File: config.mk
export PLATFORM = sky130hd
export DESIGN_NAME = dmem_arbiter
export DESIGN_NICKNAME = d
export VERILOG_FILES = /design/src/rtl/dmem_arbiter.sv
export SDC_FILE = /design/constraint.sdc
export NUM_CORES = 1
export LEC_CHECK = 0
export CAP_MARGIN = 0
export CORE_UTILIZATION = 36
export CTS_CLUSTER_DIAMETER = 100
export DETAILED_ROUTE_END_ITERATION = 10
export PLACE_DENSITY = 0.81
export SLEW_MARGIN = 25
export SYNTH_ARGS = -nofsm -noshare
export SYNTH_HDL_FRONTEND = slang
export SYNTH_SLANG_ARGS = --single-unit
File: constraint.sdc
create_clock -name clk -period 4.6 [get_ports clk]
set_input_delay 0.92 -clock clk [delete_from_list [all_inputs] [get_ports clk]]
set_output_delay 0.92 -clock clk [all_outputs]
set_load 0.01 [all_outputs]
File: src/rtl/dmem_arbiter.sv
// Two-port round-robin arbiter in front of a single-port data memory.
// Serialises word requests, bounds-checks addresses and routes read data back to the issuer.
module dmem_arbiter #(
   parameter int DATA_W    = 32,
   parameter int ADDR_W    = 32,
   parameter int MEM_DEPTH = 1024
) (
   input  logic              clk,
   input  logic              rst,
   input  logic              req0,
   input  logic              we0,
   input  logic [ADDR_W-1:0] addr0,
   input  logic [DATA_W-1:0] wdata0,
   input  logic              req1,
   input  logic              we1,
   input  logic [ADDR_W-1:0] addr1,
   input  logic [DATA_W-1:0] wdata1,
   output logic              gnt0,
   output logic              gnt1,
   output logic              rvalid0,
   output logic              rvalid1,
   output logic [DATA_W-1:0] rdata0,
   output logic [DATA_W-1:0] rdata1,
   output logic              err0,
   output logic              err1,
   output logic              mem_write,
   output logic              mem_read,
   output logic [ADDR_W-1:0] mem_addr,
   output logic [DATA_W-1:0] mem_wdata,
   input  logic [DATA_W-1:0] mem_rdata
);

   typedef enum logic [1:0] {IDLE, ACCESS, RESP} state_t;

   state_t state;
   logic   owner;
   logic   rr_last;
   logic   we_q;
   logic   oor_q;

   logic              winner;
   logic              sel_we;
   logic              sel_oor;
   logic [ADDR_W-1:0] sel_addr;
   logic [DATA_W-1:0] sel_wdata;

   // NOTE: every signal written here gets a default first, so no latch can be inferred.
   always_comb begin
      winner = 1'b0;
      if (req0 && req1) winner = ~rr_last;
      else if (req1)    winner = 1'b1;
      sel_we    = winner ? we1    : we0;
      sel_addr  = winner ? addr1  : addr0;
      sel_wdata = winner ? wdata1 : wdata0;
      sel_oor   = (sel_addr >= ADDR_W'(MEM_DEPTH));
   end

   // NOTE: state and registered outputs use non-blocking assignments only.
   always_ff @(posedge clk or posedge rst) begin
      if (rst) begin
         state     <= IDLE;
         owner     <= 1'b0;
         rr_last   <= 1'b1;
         we_q      <= 1'b0;
         oor_q     <= 1'b0;
         gnt0      <= 1'b0;
         gnt1      <= 1'b0;
         err0      <= 1'b0;
         err1      <= 1'b0;
         rvalid0   <= 1'b0;
         rvalid1   <= 1'b0;
         rdata0    <= '0;
         rdata1    <= '0;
         mem_write <= 1'b0;
         mem_read  <= 1'b0;
         mem_addr  <= '0;
         mem_wdata <= '0;
      end else begin
         // Pulse outputs default low; each state raises only what it needs.
         gnt0      <= 1'b0;
         gnt1      <= 1'b0;
         err0      <= 1'b0;
         err1      <= 1'b0;
         rvalid0   <= 1'b0;
         rvalid1   <= 1'b0;
         mem_write <= 1'b0;
         mem_read  <= 1'b0;
         case (state)
            IDLE: begin
               if (req0 || req1) begin
                  owner     <= winner;
                  rr_last   <= winner;
                  gnt0      <= ~winner;
                  gnt1      <= winner;
                  err0      <= ~winner & sel_oor;
                  err1      <= winner & sel_oor;
                  mem_addr  <= sel_addr;
                  mem_wdata <= sel_wdata;
                  we_q      <= sel_we;
                  oor_q     <= sel_oor;
                  mem_write <= sel_we & ~sel_oor;
                  mem_read  <= ~sel_we & ~sel_oor;
                  state     <= ACCESS;
               end
            end
            ACCESS: state <= we_q ? IDLE : RESP;
            RESP: begin
               // Out-of-range reads never touched memory, so they return zero.
               if (owner) begin
                  rdata1  <= oor_q ? '0 : mem_rdata;
                  rvalid1 <= 1'b1;
               end else begin
                  rdata0  <= oor_q ? '0 : mem_rdata;
                  rvalid0 <= 1'b1;
               end
               state <= IDLE;
            end
            default: state <= IDLE;
         endcase
      end
   end

endmodule
==> results_dict.tcl, run 1 <==
set metrics [dict create \
    rows 46 \
    route.detailed.drc 0 \
    die-area_um2 16800 \
    worst_setup_path_end_kind "flop" \
    numCtsBuffers 17 \
    met3_usage_pct 7.80 \
    die_x_um 129 \
    drtPass1Iterations 5 \
    vias 5330 \
    ys.warnings.count 0 \
    cts.path.max_buffers 2 \
    initial_core_util_pct 36.8 \
    tritoncts "done" \
    grt_overflow 0 \
    drtIter0Drc 223 \
    worstPathArrival_ns 2.83 \
    critPathSlowestCell "clkdlybuf4s50_1" \
    met1_usage_pct 24.0 \
    setup_viol 0 \
    slew_headroom_pct 48.2 \
    critPathKind "input pin to flop" \
    drv_cap 0 \
    p_total_mw 5.93 \
    finalMaxSlewViolations 0 \
    cp.required_ns 4.89 \
    worst_pin_slew_ns 0.774 \
    synth_cells 577 \
    path_cells "clkdlybuf4s50_1 -> a21boi_4 -> buf_4 -> nor4_4 -> buf_4 -> a22oi_1 -> nand2_1" \
    crit_top_cell "buf_4" \
    ctsHoldBuffers 0 \
    synth_area_leader_cell "dfrtp_1" \
    max_clock_freq_mhz 394 \
    fin_setup_tns_ns 0 \
    grt_busiest_layer "met2" \
    rsz0062_at_grt "no" \
    ys_top_cells_by_area "dfrtp_1 (60%), nand2_1 (12%), o21ai_0 (6.8%)" \
    area_growth_pct 65.0 \
    core_um2 15900 \
    fin_skew_ns 0.0130 \
    drt-total-wl_um 17700 \
    fin_crit_sh_pct 55.2 \
    cts_resized 0 \
    die_h_um 129 \
    synth_cell_types 31 \
    grt_first_pass_wirelength_um 26900 \
    clkLatencyLatePin_ns 0.41 \
    finalCriticalPeriod_ns 2.54 \
    worstSetupStartpointType "input pin" \
    utilization_pct 60.8 \
    final_common_cell "clkdlybuf4s50_1" \
    ys_seq_area_share_pct 60.7 \
    io_buffer_count 301 \
    grt_use_total_pct 21.1 \
    hold_path.class "flop to flop" \
    grt_max_degree 83 \
    io_pins 302 \
    vias_per_cell 4.85 \
    power_density_nw_per_um2 614 \
    crit_path_max_fanout 39 \
    netlist_area_um2 5850 \
    postCtsSetupBuffers 0 \
    synth.net_count 743 \
    routabilityCongestion 0.828 \
    grt_pass1_vias 5184 \
    ant_nets 0 \
    final_hold_viol_count 0 \
    avgRoutedWirePerCell_um 16.1 \
    syn_area_per_cell_um2 10.1 \
    synth_seq_cells 142 \
    num-nets-final 1035 \
    clkTransAtPathRegs_ns 0.06 \
    drive_gt1_share_pct 6.01 \
    clock-sinks 142 \
    clockRootBuffer "clkbuf_16" \
    p_leak_nw 4.15 \
    antenna_found_initial 0 \
    ir_drop_v 0.000502 \
    dpl.hpwl_um 12800 \
    slowest_delay_ns 0.55 \
    layout_common_cells "clkdlybuf4s50_1 (301), nand2_1 (194), dfrtp_1 (141)" \
    antenna_cells 0 \
    netlist.area_leader.share_pct 60.3 \
    status "finished, final reports clean" \
    htreeDepth 4 \
    met2_usage_pct 36.1 \
]
-- power by group --
| group | switching, mW | total [mW] | internal [mW] |
|---|---|---|---|
| registers | 0.295 | 2.07 | 1.78 |
| logic | 1.15 | 2.42 | 1.27 |
| clock network | 0.536 | 1.44 | 0.901 |
| total | 1.98 | 5.93 | 3.95 |
-- synthesized netlist by cell type, drive strengths merged --
cell type and count:
a21boi 2, a21o 2, a21oi 1, a221oi 1, a22o 1, a22oi 32, a32o 1, and2 1
and3 1, buf 26, clkbuf 13, dfrtp 141, dfstp 1, inv 6, mux2i 32, nand2 194
nand3b 1, nand4 2, nor2 4, nor2b 1, nor3b 1, nor4 12, o21a 1, o21ai 98
or3b 1, or4 1
-- logic make-up after synthesis --
| group | after synthesis | synth area share (%) |
|---|---|---|
| simple gates | 219 | 15.9 |
| flops | 142 | 60.7 |
| compound gates | 139 | 13.9 |
| buf+inv | 45 | 4.00 |
| mux | 32 | 5.47 |
-- layout make-up --
class / count / area, µm²
Clock buffer: 20 / 467
Fill cell: 1337 / 6230
Inverter: 6 / 26.3
Tap cell: 216 / 270
Clock inverter: 12 / 158
Multi-Input combinational cell: 390 / 2070
Sequential cell: 142 / 3550
Timing Repair Buffer: 312 / 3110
-- metrics by stage --
step | setup slack (ns) | hold WS, ns | cell area, µm² | instances
final | 2.06 | 0.429 | 9660 | 1098
after global routing | 1.91 | 0.446 | 9660 | 1098
after CTS | 2.07 | 0.435 | 9660 | 1098
after detailed placement | 1.64 | 0.427 | 9030 | 1066
after global placement | 1.72 | 0.415 | 9030 | 1066
after floorplan | 1.90 | 0.407 | 5860 | 577
-- critical path, delay by kind of cell --
| kind | cells | cell delay, ns |
|---|---|---|
| AO/OA/AOI/OAI | 2 | 0.40 |
| AND/OR/NAND/NOR | 2 | 0.14 |
| buffers and inverters | 3 | 1.35 |
-- worst paths after layout --
| check | depth (start not counted) | to | slack (ns) | startpoint |
|---|---|---|---|---|
| worst max-delay path | 7 | mem_wdata[3] | 2.06 | req1 |
| worst min-delay path | 1 | state[1] | 0.43 | we_q |
| worst max register to register | 5 | mem_wdata[3] | 2.70 | state[1] |
| worst min register to register | 1 | state[1] | 0.43 | we_q |
| max in group asynchronous | 3 | rdata0[13] | 2.79 | rst |
| min in group asynchronous | 2 | rdata1[30] | 0.93 | rst |
-- state kept, by name (all words and copies together), names as in the netlist --
register and flops:
mem_write 1, mem_addr 32, err0 1, state 2
we_q 1, mem_wdata 32, gnt0 1, oor_q 1
rvalid0 1, rdata0 32, rvalid1 1, err1 1
rdata1 32, mem_read 1, rr_last 1, gnt1 1
owner 1
-- routing by layer --
metal / routed length, µm / share of wire, % / up-vias
met5: 0 / 0 / -
met4: 437 / 2.5 / 0
met2: 8600 / 49 / 236
li1: - / - / 2556
met1: 6950 / 39 / 2506
met3: 1700 / 9.6 / 32
Note: power is estimated with default switching activity, not from simulation.
==> run 2, diff against run 1 <==
CORE_UTILIZATION = 40   (was 36)
PLACE_DENSITY = 0.85   (was 0.81)
clock period = 2.4 ns   (was 4.6 ns; I/O delays follow)
==> run 2 against run 1 <==
Compared with the run above:
- non-clock buffer count rose by 5
- highest routed layer unchanged
- final cell count shrank 2.9%
- count of clock-buffer cells in the layout rose by 4
- sequential share of layout area about the same
- wire length fell by 0.80%
- largest power group unchanged
==> results_dict.tcl, run 2 (same netlist as run 1, synthesis figures left out) <==
set metrics [dict create \
    clkTransAtPathRegs_ns 0.06 \
    internal_power_mw 7.45 \
    dp_cells 1035 \
    routabilityCongestion 0.940 \
    cp.required_ns 1.92 \
    slew_headroom_pct 61.6 \
    htreeDepth 4 \
    fin_cells 1066 \
    grt_overflow 0 \
    vias 5304 \
    power.share.sequential_pct 35.4 \
    slowest_delay_ns 0.57 \
    path_buf_inv 1 \
    p_switching_mw 3.75 \
    die-area_um2 15100 \
    final_hold_viol_count 0 \
    critPathKind "flop to primary output" \
    ctsHoldBuffers 0 \
    grt_first_pass_wirelength_um 27300 \
    num-nets-final 1040 \
    worstPathArrival_ns 1.34 \
    rsz0062_at_grt "no" \
    io_pins 302 \
    finalCriticalPeriod_ns 1.82 \
    dpl.hpwl_um 13200 \
    rows 43 \
    combPwrFrac_pct 42.9 \
    status "finished, final reports clean" \
    io_buffer_count 301 \
    worstSetupStartpointType "flop" \
    holdWs_ns 0.376 \
    antenna_found_initial 0 \
    worst_setup_path_end_kind "primary output" \
    area_growth_pct 64.8 \
    drv_cap 0 \
    worst_pin_slew_ns 0.576 \
    power_density_nw_per_um2 1160 \
    drtPass1Iterations 4 \
    clockRootBuffer "clkbuf_16" \
    fin_skew_ns 0.00739 \
    hold_path.class "input pin to async pin" \
    vias_per_cell 4.98 \
    layout_common_cells "clkdlybuf4s50_1 (301), nand2_1 (194), dfrtp_1 (141)" \
    die_h_um 123 \
    grt_use_total_pct 23.9 \
    avgRoutedWirePerCell_um 16.5 \
    cpLargestDelayFamily "buffers and inverters" \
    finalMaxSlewViolations 0 \
    route.detailed.drc 0 \
    tritoncts "done" \
    utilization_pct 68.4 \
    clock-sinks 142 \
    p_leak_nw 4.18 \
    switching_share_pct 33.5 \
    postCtsSetupBuffers 0 \
    path_cells "clkdlybuf4s50_1" \
    clkLatencyLatePin_ns 0.41 \
    die_x_um 123 \
    cts_resized 0 \
    ant_nets 0 \
    setup_viol 0 \
    initial_core_util_pct 41.5 \
    max_clock_freq_mhz 548 \
    grt_max_degree 66 \
    critPathSlowestCell "clkdlybuf4s50_1" \
    core_um2 14100 \
    cts.path.max_buffers 2 \
    numCtsBuffers 17 \
    fin_crit_sh_pct 76.0 \
    drive_gt1_share_pct 5.98 \
    final_common_cell "clkdlybuf4s50_1" \
    power_frac_clock_pct 21.6 \
    crit_path_max_fanout 2 \
    antenna_cells 0 \
    fin_setup_tns_ns 0 \
    grt_pass1_vias 5426 \
    drt-total-wl_um 17500 \
    drtIter0Drc 246 \
    ir_drop_v 0.000694 \
]
[run 2: layout make-up]
class | count | area (µm²)
Tap cell | 180 | 225
Timing Repair Buffer | 317 | 3220
Multi-Input combinational cell | 390 | 2070
Clock inverter | 7 | 62.6
Clock buffer | 24 | 482
Sequential cell | 142 | 3550
Inverter | 6 | 26.3
Fill cell | 1098 | 4450
[run 2: worst paths after layout]
path                            slack [ns]            to  cells past startpoint    startpoint
worst min register to register        0.45      state[1]                      1          we_q
max in group asynchronous             1.46       rr_last                      3           rst
worst min-delay path                  0.38  mem_addr[21]                      2           rst
worst max register to register        0.67    rdata0[24]                      3      state[1]
min in group clk                      0.45      state[1]                      1          we_q
worst max-delay path                  0.58  mem_addr[16]                      1  mem_addr[16]
[run 2: stage by stage]
stage                     setup WS (ns)  cell area (µm²)  total power, mW
after floorplan                   0.144             5860             5.99
after CTS                         0.549             9650             11.3
final                             0.576             9650             11.2
after global placement            0.283             9100             8.69
after detailed placement          0.259             9100             8.85
after global routing              0.523             9650             11.9
[run 2: layer usage]
metal	global-route usage, %	wire (µm)	vias up
met5	0	0	-
met4	8.92	355	0
met3	8.58	1550	26
met2	41.7	8990	219
met1	26.6	6650	2499
li1	-	-	2560
[run 2: power groups by stage]
stage	logic, mW	registers [mW]	clock network (mW)
6_report	4.80	3.97	2.42
5_1_grt	5.27	4.10	2.57
4_1_cts	4.87	3.98	2.47
3_5_place_dp	4.85	4.00	0
2_1_floorplan	1.60	4.39	0
3_3_place_gp	4.75	3.94	0
==> run 3, diff against run 2 <==
clock period = 1.68 ns   (was 2.4 ns; I/O delays follow)
==> run 3 against run 2 <==
Compared with the run above:
- worst hold slack better by 0.030 ns
- clock skew down 0.0014 ns
- sequential share of layout area shrank 1.1 points
- highest routed layer unchanged
==> results_dict.tcl, run 3 (same netlist as run 1, synthesis figures left out) <==
set metrics [dict create \
    status "finished, final reports clean" \
    io_buffer_count 301 \
    regArea_um2 3550 \
    dr.max_layer_used "met4" \
    grt_pass1_vias 5312 \
    drtIter0Drc 307 \
    ant_nets 0 \
    antenna_cells 0 \
    routabilityCongestion 0.908 \
    core_um2 14100 \
    path_buf_inv 1 \
    tritoncts "done" \
    rows 43 \
    dp_slack_ns -0.289 \
    slowest_delay_ns 0.56 \
    clock-sinks 142 \
    grt_overflow 0 \
    wl_met1_um 6760 \
    wl_met2_um 8890 \
    io_pins 302 \
    critPathSlowestCell "clkdlybuf4s50_1" \
    layout_common_cells "clkdlybuf4s50_1 (223), nand2_1 (194), dfrtp_1 (141)" \
    final_common_cell "clkdlybuf4s50_1" \
    postCtsSetupBuffers 0 \
    multi_input_area_um2 2070 \
    area_growth_pct 70.0 \
    drv_cap 0 \
    setup_slack_ns 0.0304 \
    fin_cells 1081 \
    drive_gt1_share_pct 7.55 \
    r2r_end "rdata0[23]" \
    worstSetupStartpointType "flop" \
    grt_use_total_pct 23.5 \
    die-area_um2 15100 \
    numCtsBuffers 17 \
    p_leak_nw 5.23 \
    clkLatencyLatePin_ns 0.41 \
    route.detailed.drc 0 \
    cpLargestDelayFamily "buffers and inverters" \
    die_h_um 123 \
    final_hold_viol_count 0 \
    fin_skew_ns 0.00598 \
    initial_core_util_pct 41.5 \
    finalMaxSlewViolations 0 \
    critPathKind "flop to primary output" \
    worst_setup_path_end_kind "primary output" \
    crit_path_max_fanout 2 \
    cts.path.max_buffers 2 \
    slew_headroom_pct 73.9 \
    clkTransAtPathRegs_ns 0.06 \
    power_density_nw_per_um2 1580 \
    holdWs_ns 0.406 \
    path_cells "clkdlybuf4s50_1" \
    worst_pin_slew_ns 0.391 \
    finalCriticalPeriod_ns 1.65 \
    num-nets-final 1056 \
    vias_per_cell 5.03 \
    ir_drop_v 0.000978 \
    antenna_found_initial 0 \
    fin_crit_sh_pct 98.2 \
    cp.required_ns 1.34 \
    grt_max_degree 74 \
    die_x_um 123 \
    vias 5433 \
    clockRootBuffer "clkbuf_16" \
    setup_viol 0 \
    drtPass1Iterations 4 \
    regToRegSetupSlack_ns 0.13 \
    fin_setup_tns_ns 0 \
    avgRoutedWirePerCell_um 16.4 \
    grt_first_pass_wirelength_um 26800 \
    drt-total-wl_um 17700 \
    dp_cells 1051 \
    ff2ff_path_depth 4 \
    worstPathArrival_ns 1.31 \
    wl_met3_um 1480 \
    dpl.hpwl_um 12800 \
    r2r_start "state[1]" \
    fill_cells 1047 \
    hold_path.class "input pin to async pin" \
    htreeDepth 4 \
    max_clock_freq_mhz 606 \
]
[run 3: cell count changes in the layout (fill, tap and decap cells not counted), moves of 3 or more]
cell	previous run	this run
dlymetal6s2s_1	0	67
clkdlybuf4s50_1	301	223
buf_4	9	22
dlygate4sd2_1	0	11
buf_12	7	10
[run 3: timing repair]
action                     in CTS  in global routing
resized for setup              11                 67
hold buffers                    0                  0
setup endpoints to repair      11                 67
[run 3: worst max path at each step]
stage	endpoint	slack [ns]	from	cells past startpoint
2_1_floorplan	err0	-0.43	rst	1
3_3_place_gp	mem_write	-0.29	addr0[26]	5
3_5_place_dp	mem_write	-0.29	addr0[26]	5
4_1_cts	mem_wdata[7]	0.00005	mem_wdata[7]	1
5_1_grt	rdata0[23]	-0.02	rdata0[23]	1
6_report	rdata1[31]	0.03	rdata1[31]	1
[run 3: per-stage QoR]
stage                     utilization, %  power [mW]  cell area, µm²
final                               70.6        15.8            9950
after global routing                70.6        16.8            9950
after CTS                           69.4        16.1            9780
after detailed placement            65.7        12.7            9260
after global placement              65.7        12.5            9260
after floorplan                        -        8.56            5860
[run 3: area by class of cell]
type / count / area share, %
sequential: 142 / 35.7
timing repair buffer: 333 / 35.5
multi-input combinational: 390 / 20.9
clock buffer: 23 / 4.70
tap: 180 / 2.26
clock inverter: 7 / 0.654
inverter: 6 / 0.264
[run 3: report_power, final]
group	switching [mW]	internal, mW	leakage (nW)
combinational	3.25	3.49	3.13
clock	1.33	2.09	0.259
sequential	0.743	4.86	1.84
[run 3: layer usage]
metal  up-vias  GRT usage [%]
li1       2588              -
met1      2574           26.9
met2       227           39.4
met3        44           8.03
met4         0           10.9
met5         -              0
